<file path="src/rtl/mem_port_arbiter_if.sv">
// Bus bundle between the fetch/LSU requesters, the arbiter and the shared memory.
// The slave view is what the arbiter sees; the master view is the CPU/memory side.
interface mem_port_arbiter_if #(
  parameter int M = 10
);
  logic          i_req;
  logic [31:0]   i_addr;
  logic          i_gnt;
  logic          i_rvalid;
  logic [31:0]   i_rdata;
  logic          i_err;

  logic          d_req;
  logic          d_we;
  logic [1:0]    d_size;
  logic          d_unsigned;
  logic [31:0]   d_addr;
  logic [31:0]   d_wdata;
  logic          d_gnt;
  logic          d_rvalid;
  logic [31:0]   d_rdata;
  logic          d_err;

  logic [M+1:0]  mem_address;
  logic [31:0]   mem_mask;
  logic [31:0]   mem_w;
  logic [31:0]   mem_v;

  modport slave (
    input  i_req, i_addr, d_req, d_we, d_size, d_unsigned, d_addr, d_wdata, mem_v,
    output i_gnt, i_rvalid, i_rdata, i_err, d_gnt, d_rvalid, d_rdata, d_err,
           mem_address, mem_mask, mem_w
  );

  modport master (
    output i_req, i_addr, d_req, d_we, d_size, d_unsigned, d_addr, d_wdata, mem_v,
    input  i_gnt, i_rvalid, i_rdata, i_err, d_gnt, d_rvalid, d_rdata, d_err,
           mem_address, mem_mask, mem_w
  );
endinterface

</file>
<file path="src/rtl/mem_port_arbiter.sv">
// Round-robin arbiter sharing one big-endian byte-addressed word memory between
// instruction fetch and load/store, one access per IDLE/ISSUE/RESP sequence.
module mem_port_arbiter #(
  parameter int M = 10
) (
  input  logic              clk,
  input  logic              rst,
  mem_port_arbiter_if.slave bus
);

  localparam int AW = M + 2;

  typedef enum logic [1:0] {IDLE, ISSUE, RESP} state_t;

  state_t          state, state_nxt;
  logic            last_i, last_i_nxt;
  logic            accept, take_d;
  logic            i_err_new, d_err_new;

  logic            sel_d_p1;
  logic            we_p1;
  logic            uns_p1;
  logic            err_p1;
  logic [1:0]      size_p1;
  logic [AW-1:0]   addr_p1;
  logic [31:0]     wdata_p1;

  function automatic logic [2:0] size_bytes(input logic [1:0] size);
    case (size)
      2'b00:   return 3'd1;
      2'b01:   return 3'd2;
      default: return 3'd4;
    endcase
  endfunction

  // Out of range when upper address bits are set or the access runs past the last byte.
  function automatic logic range_err(input logic [31:0] addr, input logic [2:0] nbytes);
    logic [AW:0] lim;
    lim = (AW+1)'(1) << AW;
    lim = lim - (AW+1)'(nbytes);
    return (|addr[31:AW]) || ({1'b0, addr[AW-1:0]} > lim);
  endfunction

  function automatic logic [31:0] store_mask(input logic [1:0] size);
    case (size)
      2'b00:   return 32'hFF00_0000;
      2'b01:   return 32'hFFFF_0000;
      default: return 32'hFFFF_FFFF;
    endcase
  endfunction

  function automatic logic [31:0] store_data(input logic [1:0] size, input logic [31:0] wdata);
    case (size)
      2'b00:   return {wdata[7:0], 24'h0};
      2'b01:   return {wdata[15:0], 16'h0};
      default: return wdata;
    endcase
  endfunction

  function automatic logic [31:0] load_extract(input logic [1:0] size, input logic uns,
                                               input logic [31:0] v);
    logic signed [7:0]  b;
    logic signed [15:0] h;
    logic signed [31:0] ext;
    b = v[31:24];
    h = v[31:16];
    case (size)
      2'b00: begin
        ext = b;
        return uns ? {24'h0, v[31:24]} : ext;
      end
      2'b01: begin
        ext = h;
        return uns ? {16'h0, v[31:16]} : ext;
      end
      default: return v;
    endcase
  endfunction

  assign accept    = (state == IDLE) && (bus.i_req || bus.d_req);
  // D wins a tie whenever I was the last one served.
  assign take_d    = bus.d_req && (!bus.i_req || last_i);
  assign i_err_new = range_err(bus.i_addr, 3'd4) || (bus.i_addr[1:0] != 2'b00);
  assign d_err_new = (bus.d_size == 2'b11) || range_err(bus.d_addr, size_bytes(bus.d_size));

  always_ff @(posedge clk or posedge rst) begin
    if (rst) begin
      state  <= IDLE;
      last_i <= 1'b1;
    end else begin
      state  <= state_nxt;
      last_i <= last_i_nxt;
    end
  end

  // Acceptance: request fields are captured once and held through ISSUE/RESP
  always_ff @(posedge clk) begin
    if (accept) begin
      sel_d_p1 <= take_d;
      if (take_d) begin
        addr_p1  <= bus.d_addr[AW-1:0];
        we_p1    <= bus.d_we;
        size_p1  <= bus.d_size;
        uns_p1   <= bus.d_unsigned;
        wdata_p1 <= bus.d_wdata;
        err_p1   <= d_err_new;
      end else begin
        addr_p1  <= bus.i_addr[AW-1:0];
        we_p1    <= 1'b0;
        size_p1  <= 2'b10;
        uns_p1   <= 1'b0;
        wdata_p1 <= 32'h0;
        err_p1   <= i_err_new;
      end
    end
  end

  always_comb begin
    state_nxt       = state;
    last_i_nxt      = last_i;
    bus.i_gnt       = 1'b0;
    bus.i_rvalid    = 1'b0;
    bus.i_rdata     = 32'h0;
    bus.i_err       = 1'b0;
    bus.d_gnt       = 1'b0;
    bus.d_rvalid    = 1'b0;
    bus.d_rdata     = 32'h0;
    bus.d_err       = 1'b0;
    bus.mem_address = '0;
    bus.mem_mask    = 32'h0;
    bus.mem_w       = 32'h0;
    case (state)
      IDLE: begin
        if (accept) begin
          state_nxt  = ISSUE;
          last_i_nxt = !take_d;
        end
      end
      ISSUE: begin
        state_nxt       = RESP;
        bus.i_gnt       = !sel_d_p1;
        bus.d_gnt       = sel_d_p1;
        bus.mem_address = addr_p1;
        // The memory writes on every edge, so only a clean store may raise the mask.
        if (sel_d_p1 && we_p1 && !err_p1) begin
          bus.mem_mask = store_mask(size_p1);
          bus.mem_w    = store_data(size_p1, wdata_p1);
        end
      end
      RESP: begin
        state_nxt = IDLE;
        if (sel_d_p1) begin
          bus.d_rvalid = 1'b1;
          bus.d_err    = err_p1;
          if (!we_p1 && !err_p1) bus.d_rdata = load_extract(size_p1, uns_p1, bus.mem_v);
        end else begin
          bus.i_rvalid = 1'b1;
          bus.i_err    = err_p1;
          if (!err_p1) bus.i_rdata = bus.mem_v;
        end
      end
      default: state_nxt = IDLE;
    endcase
  end

endmodule

</file>
<file path="src/flat_wrapper.sv">
// flat-port wrapper written by rule: the top's interface ports become plain ports
module mem_port_arbiter_flat 
#(
  parameter int M = 10
)
  (clk, rst, bus_i_req, bus_i_addr, bus_d_req, bus_d_we, bus_d_size, bus_d_unsigned, bus_d_addr, bus_d_wdata, bus_mem_v, bus_i_gnt, bus_i_rvalid, bus_i_rdata, bus_i_err, bus_d_gnt, bus_d_rvalid, bus_d_rdata, bus_d_err, bus_mem_address, bus_mem_mask, bus_mem_w);
  mem_port_arbiter_if #(.M(M)) bus_i ();
  input  logic clk;
  input  logic rst;
  input wire logic [$bits(bus_i.i_req)-1:0] bus_i_req;
  input wire logic [$bits(bus_i.i_addr)-1:0] bus_i_addr;
  input wire logic [$bits(bus_i.d_req)-1:0] bus_d_req;
  input wire logic [$bits(bus_i.d_we)-1:0] bus_d_we;
  input wire logic [$bits(bus_i.d_size)-1:0] bus_d_size;
  input wire logic [$bits(bus_i.d_unsigned)-1:0] bus_d_unsigned;
  input wire logic [$bits(bus_i.d_addr)-1:0] bus_d_addr;
  input wire logic [$bits(bus_i.d_wdata)-1:0] bus_d_wdata;
  input wire logic [$bits(bus_i.mem_v)-1:0] bus_mem_v;
  output wire logic [$bits(bus_i.i_gnt)-1:0] bus_i_gnt;
  output wire logic [$bits(bus_i.i_rvalid)-1:0] bus_i_rvalid;
  output wire logic [$bits(bus_i.i_rdata)-1:0] bus_i_rdata;
  output wire logic [$bits(bus_i.i_err)-1:0] bus_i_err;
  output wire logic [$bits(bus_i.d_gnt)-1:0] bus_d_gnt;
  output wire logic [$bits(bus_i.d_rvalid)-1:0] bus_d_rvalid;
  output wire logic [$bits(bus_i.d_rdata)-1:0] bus_d_rdata;
  output wire logic [$bits(bus_i.d_err)-1:0] bus_d_err;
  output wire logic [$bits(bus_i.mem_address)-1:0] bus_mem_address;
  output wire logic [$bits(bus_i.mem_mask)-1:0] bus_mem_mask;
  output wire logic [$bits(bus_i.mem_w)-1:0] bus_mem_w;
  assign bus_i.i_req = bus_i_req;
  assign bus_i.i_addr = bus_i_addr;
  assign bus_i.d_req = bus_d_req;
  assign bus_i.d_we = bus_d_we;
  assign bus_i.d_size = bus_d_size;
  assign bus_i.d_unsigned = bus_d_unsigned;
  assign bus_i.d_addr = bus_d_addr;
  assign bus_i.d_wdata = bus_d_wdata;
  assign bus_i.mem_v = bus_mem_v;
  assign bus_i_gnt = bus_i.i_gnt;
  assign bus_i_rvalid = bus_i.i_rvalid;
  assign bus_i_rdata = bus_i.i_rdata;
  assign bus_i_err = bus_i.i_err;
  assign bus_d_gnt = bus_i.d_gnt;
  assign bus_d_rvalid = bus_i.d_rvalid;
  assign bus_d_rdata = bus_i.d_rdata;
  assign bus_d_err = bus_i.d_err;
  assign bus_mem_address = bus_i.mem_address;
  assign bus_mem_mask = bus_i.mem_mask;
  assign bus_mem_w = bus_i.mem_w;
  mem_port_arbiter #(.M(M)) u_core (.clk(clk), .rst(rst), .bus(bus_i));
endmodule
</file>
<file path="config.mk">
export PLATFORM = sky130hd
export DESIGN_NAME = mem_port_arbiter_flat
export DESIGN_NICKNAME = d
export VERILOG_FILES = /design/src/rtl/mem_port_arbiter_if.sv /design/src/rtl/mem_port_arbiter.sv /design/src/flat_wrapper.sv
export SDC_FILE = /design/constraint.sdc
export NUM_CORES = 1
export LEC_CHECK = 0
export BUFFER_PORTS_ARGS = -buffer_cell sky130_fd_sc_hd__buf_2
export CORE_MARGIN = 5
export CORE_UTILIZATION = 35
export DETAILED_ROUTE_END_ITERATION = 16
export GPL_TIMING_DRIVEN = 0
export PLACE_DENSITY = 0.7
export SYNTH_ARGS = -nofsm -noshare
export SYNTH_HDL_FRONTEND = slang
export SYNTH_SLANG_ARGS = --single-unit
export TNS_END_PERCENT = 100
</file>
<file path="constraint.sdc">
create_clock -name clk -period 5.2 [get_ports clk]
set_input_delay 0.78 -clock clk [delete_from_list [all_inputs] [get_ports clk]]
set_output_delay 0.78 -clock clk [all_outputs]
set_load 0.005 [all_outputs]
</file>
Word level (Yosys, flattened, before mapping):

Cells that the tools add are included.
W data, S select, Z words.

* word-level logic and storage cells: 72
* output and inout port bits: 146
* bits in registers: 53
* input bits: 136

* reduce and logical (&&, ||, !) cells: 23
* eq/ne operators: 6
* add/subtract/negate cells: 1
* order comparisons: 2
* muxes and demuxes: 31

Operator list (number)
* $mux W32: 12
* $pmux W32 S2: 2
* $pmux W24 S2: 1
* $reduce_or A20 Y1: 2
* $mux W12: 2
* $gt A12 B13 Y1: 1
* $sub A13 B3 Y13 const A: 1
* $gt A12 B12 Y1 const B: 1
* $mux W1: 11
* $eq A2 B1 Y1 const B: 3
* $logic_not A2 Y1: 3
* $logic_or A1 B1 Y1: 6
* $pmux W3 S2: 1
* $logic_and A1 B1 Y1: 5
* $logic_not A1 Y1: 5
* $eq A2 B2 Y1 const B: 2
* $pmux W2 S2: 1
* $mux W2: 1
* $ne A2 B1 Y1 const B: 1
* $reduce_and A2 Y1: 1
* $reduce_bool A2 Y1: 1

Longest topological paths before layout:

Gate-level depths: netlist of run 1.

* word-level depth: 7
* depth in mapped cells: 10
* gate-level depth less buffers: 10

Worst setup path after synthesis of run 1:

No wires, ideal clock.

* kind: input to register
* start: in bus_d_size[1]
* end: reg u_core.err_p1, data pin
* path buffers: 0
* arrival time: 2.372 ns
* stages on the path: 8
* setup slack: 2.569 ns
* data required time: 4.940 ns
* library setup time: 0.260 ns
* path through: or2_2 -> ha_1 -> ha_1 -> nand3b_1 -> or2_0 -> or3_1 -> o21ai_1 -> a21oi_1

* word-level cells in the longest chain between the ends: 7
* elaborated cells between the ends (all ways): 9
* those cells by class: 1 x add/sub; 1 x order compare; 2 x eq/ne; 2 x mux; 3 x reduce/logical

Ends and longest elaborated chain
* from (decl): line flat_wrapper.sv:14 `input wire logic [$bits(bus_i.d_size)-1:0] bus_d_size;`
* $eq A2 B1 Y1 or $logic_not A2 Y1 (tied branches): line mem_port_arbiter.sv:29 `case (size)`
* $pmux W3 S2: line mem_port_arbiter.sv:29
* $sub A13 B3 Y13: line mem_port_arbiter.sv:40 `lim = lim - (AW+1)'(nbytes);`
* $gt A12 B13 Y1: line mem_port_arbiter.sv:41 `return (|addr[31:AW]) || ({1'b0, addr[AW-1:0]} > lim);`
* $logic_or A1 B1 Y1: line mem_port_arbiter.sv:41
* $logic_or A1 B1 Y1 *: line mem_port_arbiter.sv:84 `assign d_err_new = (bus.d_size == 2'b11) || range_err(bus.d_addr, size_bytes(bus.d_size));`
* $mux W1 *: line mem_port_arbiter.sv:100 `if (take_d) begin`
* to (signal assigned): line mem_port_arbiter.sv:106 `err_p1 <= d_err_new;`
* to (signal assigned): line mem_port_arbiter.sv:113 `err_p1 <= i_err_new;`
* to (decl): line mem_port_arbiter.sv:23 `logic err_p1;`

Mark *: on every way between the ends. The rest lies on a longest branch, timed or not.
A chain may end at the register's enable or synchronous reset.

Worst setup path after layout of run 1:

* start: reg u_core.state[1]
* end: out bus_mem_mask[19]

* word-level cells in the longest chain between the ends: 2

Ends and longest elaborated chain
* from (decl): line mem_port_arbiter.sv:15 `state_t state, state_nxt;`
* from (signal assigned): line mem_port_arbiter.sv:91 `state <= state_nxt;`
* $eq A2 B1 Y1
* $mux W32: line mem_port_arbiter.sv:132 `case (state)`
* to (decl): line flat_wrapper.sv:28 `output wire logic [$bits(bus_i.mem_mask)-1:0] bus_mem_mask;`

No other way between the ends.

==> impl_results.md, run 1 <==
- EDFF count, synth: 50
- Top_reg_cell synth: edfxtp_1
- Worst hold path type: input pin to asynchronous set/reset pin
- Post-Route WL: 15,100 µm
- Power Dens Cells: 301 nW/µm²
- Maximum VDD drop: 399 µV
- Critical path cell sequence: and2b_1 > and2_4 > nand3b_4 > buf_2 > nor2_1 > buf_4 > buf_2
- Drc violations: 0
- First-pass GRT wire length: 22,100 µm
- Layout cells sized above 1: 49.1%
- FMAX: 346 MHz
- Nets: 858
- Final hold vios: 0
- Placed Area: 5550 µm²
- Initial Util: 36.1%
- Async S/R FF share, synth: 5.66%
- Cts bufs inserted: 5
- Synth Warn #: 0
- Area Growth Syn to Fin: 45.7%
- Fin area: 5750 µm²
- Antenna violations before repair: 2
- Maximum clock path buffer count: 2
- Final worst path period share: 55.6%
- Number of global-route vias before repair: 4,245
- Post-synth top area cell: edfxtp_1
- GPL Wtd Cong: 0.982
- Number of setup buffers added after CTS: 0
- ANT nets after route: 0
- FF-to-FF path depth: 5
- Largest cells by area after synthesis: edfxtp_1, and2_1, buf_4
- Post-Syn Area: 3950 µm²
- Fillers: 1,050
- Yosys reg bits: 53
- Pin count of the biggest net entering global routing: 37
- Netlist cell types: 47
- Count of pins over their slew limit: 0
- Worst EP required: 4.42 ns
- Worst Path Arrival: 2.11 ns
- TritonCTS clock tree: yes
- Final setup violation count: 0
- DIE AREA: 13,500 µm²
- Yosys top cell area share: 38.0%
- H-tree lvl count: 2
- Mapped Cells: 423
- Startpoint types: flip-flop
- Least-Margin Pin Slew: 0.527 ns
- Clock sink count: 53
- Synth Area per Inst: 9.34 µm²
- CP most frequent cell: buf_2
- Root buf cell: clkbuf_16
- I/O pin total: 282
- DR pass1 iterations: 5
- Avg Vias per Cell: 4.88
- Crit path time final: 2.89 ns
- Status: finished clean
- Setup TNS: 0 ns
- Drt initial violations: 285
- Critical path endpoint category: output pin
- Worst skew pair latency: 0.30 ns
- Die height: 116 µm
- Lkg Pwr: 3.23 nW
- Per-cell routed wire length: 17.6 µm
- Die width: 116 µm
- Most common cell in the netlist: and2_1
- Finished Core Util: 52.6%
- Worst-path fanout max: 10
- CTS Hold Bufs: 0
- Number of port buffers: 281
- Max stage delay on crit path: 0.40 ns
- Max_slew headroom: 64.9%
- MaxCap Viol Count: 0
- FP Rows: 38
- Sequential element share of the synthesized area: 40.0%
- Gr usage total: 21.2%
- Core area: 10,900 µm²
- Post-synthesis net count: 569
- Worst path slowest cell: dfrtp_1
- Crit path kind: flip-flop to output pin
- Synth cell count leaders: and2_1, edfxtp_1, a21oi_1, nor2_1, and3_1
- Register area: 1580 µm²
- Multi-input gate area: 1900 µm²
- Worst-path clk slew: 0.07 ns
- Clock Skew: 0.00558 ns
- Congestion Overflow GR: 0
- DP HPWL: 12,800 µm
- Vias: 4,178
- RSZ-0062 raised after global routing: no
- Final Power: 1.73 mW
- CTS resizes: 0
placed cells by master, fill, tap and decap left out, drive strengths merged, types with 12 or more instances in the layout:
master / netlist / layout
a21oi: 42 / 42
and2: 64 / 64
and3: 35 / 35
buf: 46 / 328
clkbuf: 13 / 18
edfxtp: 50 / 50
inv: 24 / 25
mux2: 12 / 12
mux2i: 16 / 16
nor2: 40 / 40
final cells by class:
| class | count | share of cell area [%] |
|---|---|---|
| inverters | 25 | 1.63 |
| repair buffers | 282 | 24.8 |
| diodes | 3 | 0.130 |
| well taps | 140 | 3.04 |
| clock buffers | 5 | 2.17 |
| clock inverters | 3 | 1.20 |
| multi-input cells | 286 | 33.1 |
| plain buffers | 59 | 6.55 |
| flip-flops and latches | 53 | 27.4 |
flip-flops by register name (all words and copies together), names as in the netlist:
name,flops
u_core.addr_p1,12
u_core.state,2
u_core.err_p1,1
u_core.sel_d_p1,1
u_core.wdata_p1,32
u_core.we_p1,1
u_core.size_p1,2
u_core.uns_p1,1
u_core.last_i,1
cell families after synthesis:
logic type               synth area share, %
adder cells (fa/ha/maj)                 3.17
buffers and inverters                   11.9
AND/OR/NAND/NOR                         26.3
other                                 0.0950
flip-flops                              40.0
multiplexers                            8.05
AO/OA/AOI/OAI                           10.6
report_power, final:
group          switching [mW]  internal, mW  leakage, nW
logic                   0.334         0.242         2.61
registers              0.0614         0.663        0.521
clock network           0.152         0.278       0.0944
metal layers:
metal  vias to the layer above  global-route usage [%]  part of all wire (%)
met5                         -                       0                     0
met4                         0                    6.73                   1.8
met3                        17                    3.47                   9.4
met2                       236                    39.7                    52
met1                      1899                    24.5                    37
li1                       2026                       -                     -
final timing paths:
kind                                  from           endpoint  slack [ns]
max in group asynchronous              rst      u_core.last_i        4.64
hold / removal                         rst    u_core.state[1]        0.35
min in group clk             u_core.last_i      u_core.last_i        0.53
setup / recovery           u_core.state[1]   bus_mem_mask[19]        2.31
hold reg to reg              u_core.last_i      u_core.last_i        0.53
setup reg to reg             u_core.last_i  u_core.addr_p1[6]        3.38
critical path: cells and delay by family (launching register included):
kind / cells / cell delay (ns)
buf+inv: 3 / 0.48
flops: 1 / 0.40
simple gates: 4 / 0.94
metrics by stage:
| stage | setup WS [ns] | hold WS, ns | instances |
|---|---|---|---|
| after floorplan | 2.57 | 0.501 | 423 |
| after global placement | 1.85 | 0.508 | 844 |
| after detailed placement | 2.26 | 0.518 | 845 |
| after CTS | 2.26 | 0.349 | 853 |
| after global routing | 2.08 | 0.346 | 855 |
| final | 2.31 | 0.351 | 856 |
Power figures use the tool's default switching activity.
==> run 2, diff against run 1 <==
--- a/config.mk
+++ b/config.mk
@@ -10,7 +10,7 @@
 export CORE_UTILIZATION = 35
 export DETAILED_ROUTE_END_ITERATION = 16
 export GPL_TIMING_DRIVEN = 0
-export PLACE_DENSITY = 0.7
+export PLACE_DENSITY = 0.73
 export SYNTH_ARGS = -nofsm -noshare
 export SYNTH_HDL_FRONTEND = slang
 export SYNTH_SLANG_ARGS = --single-unit
==> constraint.sdc (replaced) <==
create_clock -name clk -period 2.4 [get_ports clk]
set_input_delay 0.36 -clock clk [delete_from_list [all_inputs] [get_ports clk]]
set_output_delay 0.36 -clock clk [all_outputs]
set_load 0.005 [all_outputs]
==> run 2 against run 1 <==
  * Utilization decreased by 0.11 points
  * Clock skew is 0.0016 ns higher
  * Sequential share of layout area is 0.060 points higher
  * Flip-flop and latch count stayed put
  * Hold slack worse by 0.0073 ns
  * Die area stayed put
  * Sequential power is 120% higher
  * Critical endpoint is now bus_d_rdata[11]
  * Largest power group unchanged
  * Highest routed layer unchanged
==> impl_results.md, run 2 (same netlist as run 1, synthesis figures left out) <==
- Status: finished clean
- GPL Wtd Cong: 0.973 (-0.91%)
- Max FFs per register: 32 (unchanged)
- Pre-CTS worst setup slack: -0.136 ns (-2.40 ns)
- Worst hold path type: input pin to flip-flop
- Final Power: 3.56 mW (+110%)
- Worst skew pair latency: 0.29 ns (about the same)
- Gr usage total: 21.3% (+0.12 points)
- Die height: 116 µm (unchanged)
- DIE AREA: 13,500 µm² (unchanged)
- Post-Route WL: 15,400 µm (+1.9%)
- Most frequent cells in the layout: buf_2, and2_1, edfxtp_1, a21oi_1, nor2_1
- Crit path time final: 2.28 ns
- Worst EP required: 2.04 ns (-2.38 ns)
- Clk network pwr share: 20.2% (-4.6 points)
- Combinational Power Share: 35.6% (+2.3 points)
- Final setup violation count: 0 (unchanged)
- RSZ-0062 raised after global routing: no
- H-tree lvl count: 2 (unchanged)
- Worst Setup Slack, final: 0.120 ns (-2.19 ns)
- Final hold vios: 0 (unchanged)
- Critical path endpoint category: output pin
- Antenna violations before repair: 0 (-2)
- Finished Core Util: 52.5% (-0.11 points)
- Avg Vias per Cell: 4.87 (-0.17%)
- Number of setup buffers added after CTS: 0 (unchanged)
- Most common cell after layout, fill and taps aside: buf_2
- Hold wc startpoint: bus_i_req
- Vias: 4,161 (-0.41%)
- Drt initial violations: 345 (+21%)
- Final worst path period share: 95.0%
- Top Registers: u_core.wdata_p1 x32, u_core.addr_p1 x12
- Seq pwr share: 44.2% (+2.3 points)
- Die width: 116 µm (unchanged)
- Biggest register: u_core.wdata_p1
- RR Startpoint: u_core.last_i
- ANT nets after route: 0 (unchanged)
- Pin count of the biggest net entering global routing: 37 (unchanged)
- Root buf cell: clkbuf_16
- Congestion Overflow GR: 0 (unchanged)
- Drc violations: 0 (unchanged)
- Lkg Pwr: 3.22 nW (-0.33%)
- First-pass GRT wire length: 22,300 µm (+1.2%)
- Start point of the critical path: u_core.size_p1[0]
- Crit path kind: flip-flop to output pin
- Maximum clock path buffer count: 2 (unchanged)
- Internal power: 2.36 mW (+99%)
- Clock Skew: 0.00720 ns (+0.00162 ns)
- Least-Margin Pin Slew: 0.560 ns (+0.0331 ns)
- Worst-path clk slew: 0.07 ns (about the same)
- Area Growth Syn to Fin: 45.4%
- Number of port buffers: 281 (unchanged)
- Power Dens Cells: 620 nW/µm² (+110%)
- Count of pins over their slew limit: 0 (unchanged)
- Net Sw Power: 1.20 mW (+120%)
- Startpoint types: flip-flop
- Per-cell routed wire length: 18.0 µm (+2.2%)
- FP Rows: 38 (unchanged)
- Initial Util: 36.1% (unchanged)
- Max_slew headroom: 62.5% (-2.4 points)
- Layout cells sized above 1: 50.0% (+0.91 points)
- Maximum VDD drop: 506 µV (+27%)
- Switching Share: 33.8% (+2.1 points)
- Nets: 859 (+0.12%)
- Setup TNS: 0 ns (unchanged)
- Core area: 10,900 µm² (unchanged)
- Cts bufs inserted: 5 (unchanged)
- Worst-path fanout max: 10 (unchanged)
- DR pass1 iterations: 4 (-1)
- DP HPWL: 12,900 µm (+1.4%)
- I/O pin total: 282 (unchanged)
- Number of global-route vias before repair: 4,265 (+0.47%)
- TritonCTS clock tree: yes
- FF-to-FF path depth: 5 (unchanged)
- Clock sink count: 53 (unchanged)
- WHS Path Cells: 2
- Worst Path Arrival: 1.92 ns (-0.19 ns)
- FMAX: 439 MHz
- MaxCap Viol Count: 0 (unchanged)
- N_diodes: 0 (-3)
## run 2: power groups by stage
stage / clock network (mW) / logic [mW] / registers [mW]
after floorplan: 0 / 0.760 / 1.55
after detailed placement: 0 / 1.27 / 1.59
after global placement: 0 / 1.19 / 1.60
final: 0.720 / 1.27 / 1.57
after global routing: 0.769 / 1.39 / 1.61
after CTS: 0.731 / 1.27 / 1.57
## run 2: path summary, 6_finish.rpt
check / endpoint / slack (ns)
max in group asynchronous: u_core.last_i / 1.70
min reg2reg: u_core.last_i / 0.53
max reg2reg: u_core.addr_p1[6] / 0.59
min in group asynchronous: u_core.state[1] / 0.49
max: bus_d_rdata[11] / 0.12
min: u_core.state[0] / 0.34
## run 2: final cells by class
class	count	area, µm²
Timing Repair Buffer	283	1440
Clock buffer	5	125
Fill cell	1043	5190
Buffer	59	392
Tap cell	140	175
Clock inverter	3	21.3
Inverter	25	93.8
Sequential cell	53	1580
Multi-Input combinational cell	286	1920
## run 2: critical path, stage by stage (launching register included)
cell,delay (ns)
edfxtp_1,0.37
buf_4,0.20
buf_2,0.24
nor2_2,0.22
nand2_1,0.23
a21oi_1,0.22
buf_2,0.15
## run 2: layer usage
metal	up-vias	part of all wire, %	GRT usage (%)
met1	1896	39	25.5
met2	220	51	39.4
met3	25	7.4	2.95
met5	-	0	0
met4	0	2.7	6.73
li1	2020	-	-
## run 2: metrics by stage
stage	cells	hold slack [ns]	area [µm²]
2_1_floorplan	423	0.113	3950
3_3_place_gp	844	0.226	5530
3_5_place_dp	845	0.237	5550
4_1_cts	854	0.344	5720
5_1_grt	854	0.363	5740
6_report	854	0.343	5740
## run 2: what timing repair did
action,4_1_cts,5_1_grt
endpoints found under the hold margin,2,0
resized for setup,4,7
hold buffers,1,0
pin swaps,0,1
setup endpoints to repair,23,22
